--- config.mk ---
export PLATFORM = sky130hd
export DESIGN_NAME = uart_tx
export DESIGN_NICKNAME = d
export VERILOG_FILES = /design/src/rtl/uart_tx_pkg.sv /design/src/rtl/baud_gen.sv /design/src/rtl/uart_tx_ser.sv /design/src/rtl/uart_tx.sv
export SDC_FILE = /design/constraint.sdc
export NUM_CORES = 1
export LEC_CHECK = 0
export ABC_AREA = 1
export ABC_CLOCK_PERIOD_IN_PS = 1870
export BUFFER_PORTS_ARGS = -buffer_cell sky130_fd_sc_hd__buf_4
export CORE_MARGIN = 5
export CORE_UTILIZATION = 45
export CTS_CLUSTER_DIAMETER = 150
export DETAILED_ROUTE_END_ITERATION = 6
export GPL_TIMING_DRIVEN = 0
export SYNTH_ARGS = -nofsm -noshare
export SYNTH_HDL_FRONTEND = slang
export SYNTH_SLANG_ARGS = --single-unit
--- constraint.sdc ---
create_clock -name clk -period 1.87 [get_ports clk]
set_input_delay 0.187 -clock clk [delete_from_list [all_inputs] [get_ports clk]]
set_output_delay 0.187 -clock clk [all_outputs]
set_load 0.05 [all_outputs]
--- src/rtl/uart_tx_pkg.sv ---
// Shared UART definitions: FSM state codes and parity sense.
package uart_tx_pkg;
  localparam logic [2:0] ST_IDLE   = 3'd0;
  localparam logic [2:0] ST_START  = 3'd1;
  localparam logic [2:0] ST_DATA   = 3'd2;
  localparam logic [2:0] ST_PARITY = 3'd3;
  localparam logic [2:0] ST_STOP   = 3'd4;
  localparam logic PAR_ODD = 1'b1;
endpackage

--- src/rtl/baud_gen.sv ---
// Oversampled baud tick: one-cycle pulse every CLK_FREQ/(BAUD_RATE*OVERSAMPLING) clocks.
module baud_gen #(
  parameter int CLK_FREQ     = 50_000_000,
  parameter int BAUD_RATE    = 115200,
  parameter int OVERSAMPLING = 16
) (
  input  logic clk,
  input  logic rst,
  output logic tick
);
  localparam int RAW = CLK_FREQ / (BAUD_RATE * OVERSAMPLING);
  localparam int DIV = (RAW < 1) ? 1 : RAW;
  localparam int CW  = (DIV > 1) ? $clog2(DIV) : 1;

  logic [CW-1:0] cnt;

  assign tick = (cnt == CW'(DIV - 1));

  always_ff @(posedge clk) begin
    if (rst || tick) cnt <= '0;
    else cnt <= cnt + 1'b1;
  end
endmodule

--- src/rtl/uart_tx_ser.sv ---
// Frame serialiser: FSM, tick and bit counters, shift register, registered line.
import uart_tx_pkg::*;

module uart_tx_ser #(
  parameter int WORD_WIDTH   = 8,
  parameter int OVERSAMPLING = 16
) (
  input  logic                  clk,
  input  logic                  rst,
  input  logic                  tick,
  input  logic                  load,
  input  logic [WORD_WIDTH-1:0] data,
  input  logic                  par_en,
  output logic                  done,
  output logic                  active,
  output logic                  dout
);
  localparam int TW = $clog2(OVERSAMPLING);
  localparam int BW = $clog2(WORD_WIDTH);

  logic [2:0]            state;
  logic [TW-1:0]         tcnt;
  logic [BW-1:0]         bcnt;
  logic [WORD_WIDTH-1:0] shreg;
  logic                  par_en_q;
  logic                  par_bit;
  logic                  dout_q;
  logic                  last;

  assign last   = tick & (tcnt == TW'(OVERSAMPLING - 1));
  assign active = (state != ST_IDLE);
  assign done   = (state == ST_STOP) & last;
  assign dout   = dout_q;

  always_ff @(posedge clk) begin
    if (rst) begin
      state    <= ST_IDLE;
      tcnt     <= '0;
      bcnt     <= '0;
      shreg    <= '0;
      par_en_q <= 1'b0;
      par_bit  <= 1'b0;
      dout_q   <= 1'b1;
    end else if (load) begin
      // load wins over the STOP-end tick so frames chain with no gap
      shreg    <= data;
      par_en_q <= par_en;
      par_bit  <= (^data) ^ PAR_ODD;
      state    <= ST_START;
      tcnt     <= '0;
      bcnt     <= '0;
      dout_q   <= 1'b0;
    end else if (last) begin
      tcnt <= '0;
      case (state)
        ST_START: begin
          state  <= ST_DATA;
          dout_q <= shreg[0];
        end
        ST_DATA: begin
          if (bcnt == BW'(WORD_WIDTH - 1)) begin
            bcnt   <= '0;
            state  <= par_en_q ? ST_PARITY : ST_STOP;
            dout_q <= par_en_q ? par_bit : 1'b1;
          end else begin
            bcnt   <= bcnt + 1'b1;
            shreg  <= shreg >> 1;
            dout_q <= shreg[1];
          end
        end
        ST_PARITY: begin
          state  <= ST_STOP;
          dout_q <= 1'b1;
        end
        default: begin
          state  <= ST_IDLE;
          dout_q <= 1'b1;
        end
      endcase
    end else if (tick && active) begin
      tcnt <= tcnt + 1'b1;
    end
  end
endmodule

--- src/rtl/uart_tx.sv ---
// UART transmitter top: one-entry holding buffer with valid/ready write port.
import uart_tx_pkg::*;

module uart_tx #(
  parameter int WORD_WIDTH   = 8,
  parameter int OVERSAMPLING = 16,
  parameter int BAUD_RATE    = 115200,
  parameter int CLK_FREQ     = 50_000_000
) (
  input  logic                  clk,
  input  logic                  rst,
  input  logic                  wr_valid,
  input  logic [WORD_WIDTH-1:0] wr_data,
  output logic                  wr_ready,
  input  logic                  parity_cfg,
  output logic                  dout,
  output logic                  busy
);
  logic                  tick;
  logic                  load;
  logic                  done;
  logic                  active;
  logic                  hold_full;
  logic [WORD_WIDTH-1:0] hold_data;

  baud_gen #(
    .CLK_FREQ     (CLK_FREQ),
    .BAUD_RATE    (BAUD_RATE),
    .OVERSAMPLING (OVERSAMPLING)
  ) u_baud (
    .clk  (clk),
    .rst  (rst),
    .tick (tick)
  );

  uart_tx_ser #(
    .WORD_WIDTH   (WORD_WIDTH),
    .OVERSAMPLING (OVERSAMPLING)
  ) u_ser (
    .clk    (clk),
    .rst    (rst),
    .tick   (tick),
    .load   (load),
    .data   (hold_data),
    .par_en (parity_cfg),
    .done   (done),
    .active (active),
    .dout   (dout)
  );

  // ready is the buffer flag itself: no path from wr_valid
  assign wr_ready = ~hold_full;
  assign load     = hold_full & (~active | done);
  assign busy     = active | hold_full;

  always_ff @(posedge clk) begin
    if (rst) begin
      hold_full <= 1'b0;
      hold_data <= '0;
    end else if (load) begin
      hold_full <= 1'b0;
    end else if (wr_valid && !hold_full) begin
      hold_full <= 1'b1;
      hold_data <= wr_data;
    end
  end
endmodule
==> flow_summary.ini, run 1 <==
[floorplan]
ios = 15
floorplan.die_area_mm2 = 0.00523
chipHeight_um = 72.3
overall_die_width_um = 72.3
start_util_pct = 47.0
rows = 22
design.core.area_mm2 = 0.00372

[timing]
slew_viol_final = 0
timing.final.crit_period_ps = 1640
setup_slack_ps = 229
post-route-period-util_pct = 87.7
final.setup.tns_ps = 0
tightestPinTransition_ps = 445
maxSlewHeadroom_pct = 70.2
setup-violations-final = 0
fmaxAchievable_mhz = 609
clock_skew_ps = 11.7
rsz0062_at_grt = false
final-hold-violation-count = 0

[cells_and_area]
antenna-diode-count = 0
area.sequential_um2 = 701
final_nets = 271
drive_gt1_share_pct = 18.0
area.growth.synth_to_final_pct = 17.3
fillCellCount = 381
multi_input_area_um2 = 918

[clock_network]
cts_resized = 0
tritoncts = yes
clk_latency_ps = 290
tritoncts_buffer_count = 5
cts_root_buffer = clkbuf_8
post_cts_buffers = 0
cts_h_tree_depth = 2
clk_pin_slew_ps = 70
clock_tree.buffer_depth = 2
cts_hold_buf = 0
clock_sinks = 35

[grt]
grt_pass1_wl_um = 5810
grt_start_max_net_pins = 13
antenna_found_initial = 0
grt.total_usage_pct = 14.1
overflow_left_after_global_routing = 0
vias_in_the_first_global_route = 1317

[placed_design]
detailedPlace.worstSlack_ps = 220
buffer_ports.inserted = 14
detailedPlacementHpwl_um = 2500
gp_congestion = 0.766

[power]
vdd.ir_drop.worst_mv = 0.533
power_per_cell_area_mw_per_mm2 = 916
leakagePower_nw = 0.974

[synth]
synth.yosys.warnings = 0
synth_enable_flop_cells = 0
yosys-top-cells-area = dfxtp_1 (40%), nand2_1 (8.8%), nand3_1 (8.3%)
synth.cell_area_mm2 = 0.00175
postSynthRegisterBits = 35
synth.top_cells.by_count = nand2_1 (41), dfxtp_1 (35), nand3_1 (29)
seq_area_frac_synth_pct = 40.1
synth.distinct_cells = 30
synth.avg_cell_area_um2 = 7.50
synth_top_area_share_pct = 40.1
postSynth.topFlopCell = dfxtp_1
netlist_instances = 233
ys_async_sr_fraction_pct = 0
synth.most_common_cell = nand2_1
synth.largest_area_cell = dfxtp_1
synth_fp_nets = 250

[setup_path]
worst_ep_required_time_ps = 2050
worstSetupStartpointType = flop
worstPathMaxFanout = 10
cp_data_arrival_time_ps = 1820
worstSetupPathType = flop to flop
critical_path_capture_point_type = flop

[status]
outcome = complete, no violations

[detailed_routing]
drt_iter0_markers = 85
routed_wire_length_per_instance_um = 11.3
vias = 1435
via_per_inst = 4.74
dr.pass1.iters = 4
drt_wl_total_um = 3410
drc = 0
antenna_violating_nets_post_route = 0

[job]
drv_cap = 0

[min_path]
hold_class = input pin to flop
## logic make-up (layout without fill, tap and decap cells)
logic type,Yosys count,count (layout),synth area share (%)
simple gates,119,119,33.4
flops,35,35,40.1
buf+inv,32,54,7.37
compound gates,31,31,10.1
xor+xnor,11,11,5.51
fa+ha+maj,5,5,3.58
## per-stage QoR
step	hold WS (ps)	instances	util (%)	area, um2	total power [mW]
after floorplan	249	233	-	1750	1.00
after global placement	408	295	51.5	1910	1.07
after detailed placement	414	295	51.5	1910	1.08
after CTS	111	303	55.2	2050	1.90
after global routing	110	303	55.2	2050	1.96
final	121	303	55.2	2050	1.88
## critical path, stage by stage (launching register included)
cell and delay, ps:
dfxtp_1 340, inv_1 60, ha_1 150, nand2_2 90, nor2_8 170, nand2_4 120
a21oi_4 300, nor2_1 140, inv_2 120, a21oi_1 50
## area by class of cell
cell class                      instances  area share [%]
Sequential cell                        35            34.2
Clock inverter                          3            3.30
Buffer                                  2           0.733
Multi-Input combinational cell        166            44.8
Tap cell                               48            2.93
Inverter                               30            5.56
Clock buffer                            5            3.36
Timing Repair Buffer                   14            5.13
## layout by cell type, fill, tap and decap left out, drive strengths merged, types with 2 or more instances in the layout
| cell | synthesis | layout |
|---|---|---|
| a21oi | 16 | 16 |
| or2 | 3 | 3 |
| xnor2 | 6 | 6 |
| bufinv | 0 | 2 |
| nand2 | 51 | 51 |
| dfxtp | 35 | 35 |
| nand3 | 29 | 29 |
| inv | 28 | 28 |
| clkinv | 2 | 2 |
| nor2 | 33 | 33 |
| buf | 1 | 15 |
| clkbuf | 1 | 6 |
| nor3 | 2 | 2 |
| o21ai | 13 | 13 |
| ha | 5 | 5 |
| xor2 | 5 | 5 |
## final timing paths
path                                                  from                         end  slack, ps  cells past startpoint
worst min-delay path                            wr_data[0]   hold_data[0]$_SDFFE_PP0P_        120                      3
worst min register to register  u_ser.bcnt[1]$_SDFFE_PP0P_  u_ser.bcnt[1]$_SDFFE_PP0P_        470                      2
worst max-delay path              u_baud.cnt[0]$_SDFF_PP0_  u_ser.bcnt[2]$_SDFFE_PP0P_        230                      9
worst max register to register    u_baud.cnt[0]$_SDFF_PP0_  u_ser.bcnt[2]$_SDFFE_PP0P_        230                      9
## routing by layer
metal  GRT usage [%]  share of wire (%)  routed length (um)  vias to the layer above
li1                -                  -                   -                      788
met1            17.8                 51                1730                      618
met2            23.0                 43                1460                       23
met3            3.74                4.9                 167                        6
met4            5.43                1.7                  58                        0
met5               0                  0                   0                        -
## where the power goes
group | total (mW) | switching, mW | internal [mW]
registers | 0.819 | 0.0342 | 0.785
clock network | 0.818 | 0.286 | 0.532
logic | 0.241 | 0.147 | 0.0936
total | 1.88 | 0.467 | 1.41
## flip-flops by register name (all words and copies together), names as in the netlist
register	cells
u_ser.bcnt	3
hold_data	8
u_baud.cnt	5
hold_full	1
u_ser.dout	1
u_ser.par_en_q	1
u_ser.tcnt	4
u_ser.shreg	8
u_ser.state	3
u_ser.par_bit	1
(Power assumes the default switching activity.)
==> run 2: changes to the inputs <==
--- a/config.mk
+++ b/config.mk
@@ -13,6 +13,7 @@
 export CTS_CLUSTER_DIAMETER = 150
 export DETAILED_ROUTE_END_ITERATION = 6
 export GPL_TIMING_DRIVEN = 0
+export SETUP_SLACK_MARGIN = 0.5
 export SYNTH_ARGS = -nofsm -noshare
 export SYNTH_HDL_FRONTEND = slang
 export SYNTH_SLANG_ARGS = --single-unit
==> run 2 against run 1 <==
Worst hold slack better by 4.3 ps. Global-route usage is 1.2 points higher. Clock-buffer cell count is 1 higher. Sequential power is 0.6% higher. Sequential share of layout area is 2.4 points lower. First-iteration DRC count is 18% lower. Combinational power is 23% higher. Core utilization is 4.9 points higher. Largest power group unchanged. Highest routed layer unchanged.
==> flow_summary.ini, run 2 (synthesis results as in run 1) <==
[power]
leakagePower_nw = 1.01
power_per_cell_area_mw_per_mm2 = 722
design_power_total_mw = 1.61
vdd.ir_drop.worst_mv = 0.405

[setup_path]
critical-path-top-cell-by-count = nand2_1
timing.critical_path.slowest_cell_delay_ps = 320
worstSetupStartpointType = flop
cell_at_the_slowest_stage_of_the_critical_path = dfxtp_2
worst_ep_required_time_ps = 2050
worstPathMaxFanout = 6
path_cells = inv_2 > ha_4 > nand2_4 > nor2_8 > nand2_8 > a21oi_4 > buf_12 > nand2_1 > nand2_1 > a21oi_2
critical_path.n_buffers_inverters = 2
cp_data_arrival_time_ps = 1620
critical-path-top-delay-family = simple AND/OR/NAND/NOR gates
worstSetupPathType = flop to flop
critical_path_capture_point_type = flop

[detailed_routing]
antenna_violating_nets_post_route = 0
via_per_inst = 4.88
drt_wl_total_um = 3700
vias = 1518
dr.pass1.iters = 4
drt_iter0_markers = 70
drc = 0
routed_wire_length_per_instance_um = 11.9

[floorplan]
floorplan.die_area_mm2 = 0.00523
overall_die_width_um = 72.3
rows = 22
design.core.area_mm2 = 0.00372
chipHeight_um = 72.3
start_util_pct = 47.0
ios = 15

[cells_and_area]
layout.core_utilization_pct = 60.0
drive_gt1_share_pct = 31.2
layout.cells.most_common = nand2_1
fillCellCount = 332
antenna-diode-count = 0
area.growth.synth_to_final_pct = 27.6
mostFrequentLayoutCells = nand2_1 (35), dfxtp_1 (29), nand3_1 (28)
layout_top_registers = hold_data: 8 flops, u_ser.shreg: 8 flops, u_baud.cnt: 5 flops
final_nets = 281

[grt]
grt.total_usage_pct = 15.3
overflow_left_after_global_routing = 0
antenna_found_initial = 0
grt_start_max_net_pins = 11
grt_pass1_wl_um = 6100
vias_in_the_first_global_route = 1378

[placed_design]
gp_congestion = 0.806
buffer_ports.inserted = 14
detailedPlacementHpwl_um = 2550

[timing]
setup-violations-final = 0
slew_viol_final = 0
tightestPinTransition_ps = 452
fmaxAchievable_mhz = 696
maxSlewHeadroom_pct = 69.9
rsz0062_at_grt = true
final-hold-violation-count = 0
clock_skew_ps = 7.12
post-route-period-util_pct = 76.9
timing.final.crit_period_ps = 1440
final.setup.tns_ps = 0

[clock_network]
clock_tree.buffer_depth = 2
cts_h_tree_depth = 2
tritoncts_buffer_count = 5
clk_pin_slew_ps = 70
cts_root_buffer = clkbuf_8
clk_latency_ps = 280
tritoncts = yes
clock_sinks = 35
cts_hold_buf = 0

[min_path]
hold_class = input pin to flop

[job]
drv_cap = 0

[status]
outcome = complete, no violations
## run 2: tightest hold or removal path, stage by stage
cell and delay [ps]:
buf_4 80, nor2_1 30, nor2_1 80
## run 2: layout make-up
class	instances	area [um2]	share of cell area, %
tap	48	60.1	2.69
buffer	2	15.0	0.673
timing repair buffer	24	200	8.97
multi-input combinational	166	1050	47.3
sequential	35	708	31.7
inverter	30	120	5.38
clock buffer	6	72.6	3.25
## run 2: routing by layer
metal / global-route usage, % / share of wire (%) / vias up
li1: - / - / 805
met1: 19.1 / 47 / 671
met2: 24.2 / 45 / 33
met3: 4.71 / 5.5 / 9
met4: 6.89 / 2.2 / 0
met5: 0 / 0 / -
## run 2: report_power, final
group          switching, mW  total [mW]  internal [mW]
Sequential            0.0380       0.824          0.786
Clock                  0.243       0.491          0.248
Combinational          0.170       0.296          0.126
## run 2: repair_timing
item	CTS	global route
cloned	1	0
setup buffers	8	1
gates resized for setup	25	14
endpoints found under the setup margin	31	26
pin swaps	12	6
hold endpoints to repair	0	0
## run 2: path summary, 6_finish.rpt
| kind | startpoint | endpoint | slack [ps] | cells past startpoint |
|---|---|---|---|---|
| max | u_baud.cnt[0]$_SDFF_PP0_ | u_ser.shreg[1]$_SDFFE_PP0P_ | 430 | 10 |
| min | wr_data[0] | hold_data[0]$_SDFFE_PP0P_ | 130 | 3 |
| max reg2reg | u_baud.cnt[0]$_SDFF_PP0_ | u_ser.shreg[1]$_SDFFE_PP0P_ | 430 | 10 |
| min reg2reg | u_ser.shreg[2]$_SDFFE_PP0P_ | u_ser.shreg[2]$_SDFFE_PP0P_ | 480 | 2 |
## run 2: per-stage QoR
stage	setup WS (ps)	hold WS [ps]	cell area, um2	instances
detailed placement	277	416	1930	295
global placement	310	408	1930	295
finish	433	126	2230	311
global route	316	119	2230	311
floorplan	508	249	1770	233
CTS	402	120	2160	310
==> run 3: changes to the inputs <==
--- a/config.mk
+++ b/config.mk
@@ -6,7 +6,7 @@
 export NUM_CORES = 1
 export LEC_CHECK = 0
 export ABC_AREA = 1
-export ABC_CLOCK_PERIOD_IN_PS = 1870
+export ABC_CLOCK_PERIOD_IN_PS = 1400
 export BUFFER_PORTS_ARGS = -buffer_cell sky130_fd_sc_hd__buf_4
 export CORE_MARGIN = 5
 export CORE_UTILIZATION = 45
==> constraint.sdc (replaced) <==
create_clock -name clk -period 1.4 [get_ports clk]
set_input_delay 0.14 -clock clk [delete_from_list [all_inputs] [get_ports clk]]
set_output_delay 0.14 -clock clk [all_outputs]
set_load 0.05 [all_outputs]
==> run 3 against run 2 <==
The run now ends with negative setup slack left. Combinational power is 54% higher. Total power is 40% higher. Register-to-register slack worse by 520 ps. Clock-buffer cell count is 1 higher. Routed wire length is 5.8% higher. Cell count is 2.9% higher. Via count is 1.4% higher. Clock power is 43% higher. Non-clock buffer count is 6 higher. Fmax is 3.5% lower. Clock skew is 0.70 ps lower. Critical endpoint unchanged. Largest cell class unchanged.
==> flow_summary.ini, run 3 (synthesis results as in run 1) <==
[min_path]
hold_start = wr_data[6]
hold_class = input pin to flop

[setup_path]
worstSetupStartpointType = flop
critical_path_capture_point_type = flop
critical_path.n_buffers_inverters = 2
worst_ep_required_time_ps = 1620
regToRegEndpoint = u_ser.shreg[1]$_SDFFE_PP0P_
r2r_slack_ps = -90
levels_on_crit_path = 11
startpoint = u_baud.cnt[0]$_SDFF_PP0_
path_cells = inv_2 > ha_4 > nand2_4 > nor2_8 > nand2_8 > buf_6 > nor2_4 > nand2_1 > nand2_1 > nand2_1 > a21oi_2
worstSetupPathType = flop to flop
crit_path_end = u_ser.shreg[1]$_SDFFE_PP0P_
critical-path-top-cell-by-count = nand2_1
timing.critical_path.slowest_cell_delay_ps = 320
cp_data_arrival_time_ps = 1710
critical-path-top-delay-family = simple AND/OR/NAND/NOR gates
startpoint_of_the_most_critical_register_to_register_path = u_baud.cnt[0]$_SDFF_PP0_
worst_r2r_path_depth = 11
worstPathMaxFanout = 7
cell_at_the_slowest_stage_of_the_critical_path = dfxtp_2

[floorplan]
ios = 15
floorplan.die_area_mm2 = 0.00523
overall_die_width_um = 72.3
design.core.area_mm2 = 0.00372
rows = 22
start_util_pct = 47.0
chipHeight_um = 72.3

[detailed_routing]
routed-wl-met3_um = 106
vias = 1540
drt_iter0_markers = 46
routed_wire_length_per_instance_um = 12.2
via_per_inst = 4.81
drc = 0
drt_wl_total_um = 3910
dr.pass1.iters = 4
highest-signal-layer = met4
met2_length_um = 1870
routed_length_on_met1_um = 1860
antenna_violating_nets_post_route = 0

[power]
leakagePower_nw = 1.08
vdd.ir_drop.worst_mv = 0.601
power_per_cell_area_mw_per_mm2 = 938

[timing]
fmaxAchievable_mhz = 672
slew_viol_final = 0
timing.final.crit_period_ps = 1490
final-hold-violation-count = 0
rsz0062_at_grt = true
hold_slack_ps = 54.8
setup-violations-final = 12
maxSlewHeadroom_pct = 80.5
clock_skew_ps = 6.42
tightestPinTransition_ps = 293
post-route-period-util_pct = 106
final.setup.tns_ps = -324
setup_slack_ps = -88.7

[cells_and_area]
layout.cells.most_common = nand2_1
layout_top_registers = hold_data: 8 flops, u_ser.shreg: 8 flops, u_baud.cnt: 5 flops
final_nets = 288
antenna-diode-count = 0
drive_gt1_share_pct = 41.2
post-route-cell-area_mm2 = 0.00241
stdcell_count = 320
area.growth.synth_to_final_pct = 37.7
mostFrequentLayoutCells = nand2_1 (38), dfxtp_1 (26), buf_4 (20)
layout.core_utilization_pct = 64.8
fillCellCount = 335

[clock_network]
cts_h_tree_depth = 2
cts_hold_buf = 0
clk_pin_slew_ps = 70
tritoncts = yes
cts_root_buffer = clkbuf_8
clk_latency_ps = 280
tritoncts_buffer_count = 5
clock_sinks = 35
clock_tree.buffer_depth = 2

[grt]
vias_in_the_first_global_route = 1510
grt.total_usage_pct = 15.7
overflow_left_after_global_routing = 0
grt_pass1_wl_um = 6490
grt_start_max_net_pins = 11
antenna_found_initial = 0

[placed_design]
gp_congestion = 0.810
dpl.cell_count = 295
post_dp_cell_area_mm2 = 0.00197
buffer_ports.inserted = 14
detailedPlacementHpwl_um = 2590

[status]
failed_checks = negative setup slack
outcome = finished, violations left

[job]
drv_cap = 0
run 3: cell types whose count changed in the layout (fill, tap and decap cells not counted), moves of 3 or more:
| cell | delta |
|---|---|
| nand3_1 | -10 |
| nand2_1 | +3 |
| buf_6 | +3 |
| buf_8 | +4 |
| nor2_1 | -7 |
| o21ai_0 | -3 |
| nand3_2 | +10 |
| nor2_2 | +6 |
| dfxtp_1 | -3 |
run 3: worst register-to-register path: cells and delay by family (launching register included):
kind,cells,cell delay (ps)
buffers and inverters,2,190
flip-flops,1,320
adder cells (fa/ha/maj),1,130
AO/OA/AOI/OAI,1,100
AND/OR/NAND/NOR,7,700
run 3: cell type report:
| type | instances | area (um2) | share of cell area, % |
|---|---|---|---|
| repair buffers | 30 | 290 | 12.1 |
| well taps | 48 | 60.1 | 2.49 |
| inverters | 30 | 125 | 5.20 |
| multi-input cells | 166 | 1100 | 45.9 |
| clock buffers | 7 | 76.3 | 3.17 |
| plain buffers | 2 | 20.0 | 0.832 |
| clock inverters | 1 | 5.00 | 0.208 |
| repair inverters | 1 | 8.76 | 0.364 |
| flip-flops and latches | 35 | 717 | 29.8 |
run 3: routing by layer:
metal	up-vias	GRT usage [%]
li1	824	-
met3	7	3.32
met2	16	25.8
met1	693	20.0
met4	0	6.26
met5	-	0
run 3: worst min-delay path by stage:
stage | end | slack, ps | cells past startpoint
after floorplan | u_ser.shreg[1]$_SDFFE_PP0P_ | 200 | 1
after global placement | hold_data[4]$_SDFFE_PP0P_ | 360 | 3
after detailed placement | hold_data[4]$_SDFFE_PP0P_ | 370 | 3
after CTS | hold_data[6]$_SDFFE_PP0P_ | 50 | 3
after global routing | hold_data[6]$_SDFFE_PP0P_ | 60 | 3
final | hold_data[6]$_SDFFE_PP0P_ | 50 | 3
run 3: power by group:
part,internal (mW),switching [mW],leakage [nW],total (mW)
Clock,0.349,0.351,0.0422,0.700
Combinational,0.210,0.246,0.751,0.455
Sequential,1.05,0.0538,0.289,1.10
run 3: what timing repair did:
item | CTS | global route
pin swaps | 16 | 14
resized for setup | 38 | 28
gates cloned | 2 | 0
setup buffers | 12 | 3
setup endpoints to repair | 38 | 38
run 3: through the flow:
stage	setup WS (ps)	total power [mW]
floorplan	46.4	1.36
global placement	-84.9	1.45
detailed placement	-92.3	1.46
CTS	-77.7	2.25
global route	-182	2.36
finish	-88.7	2.26
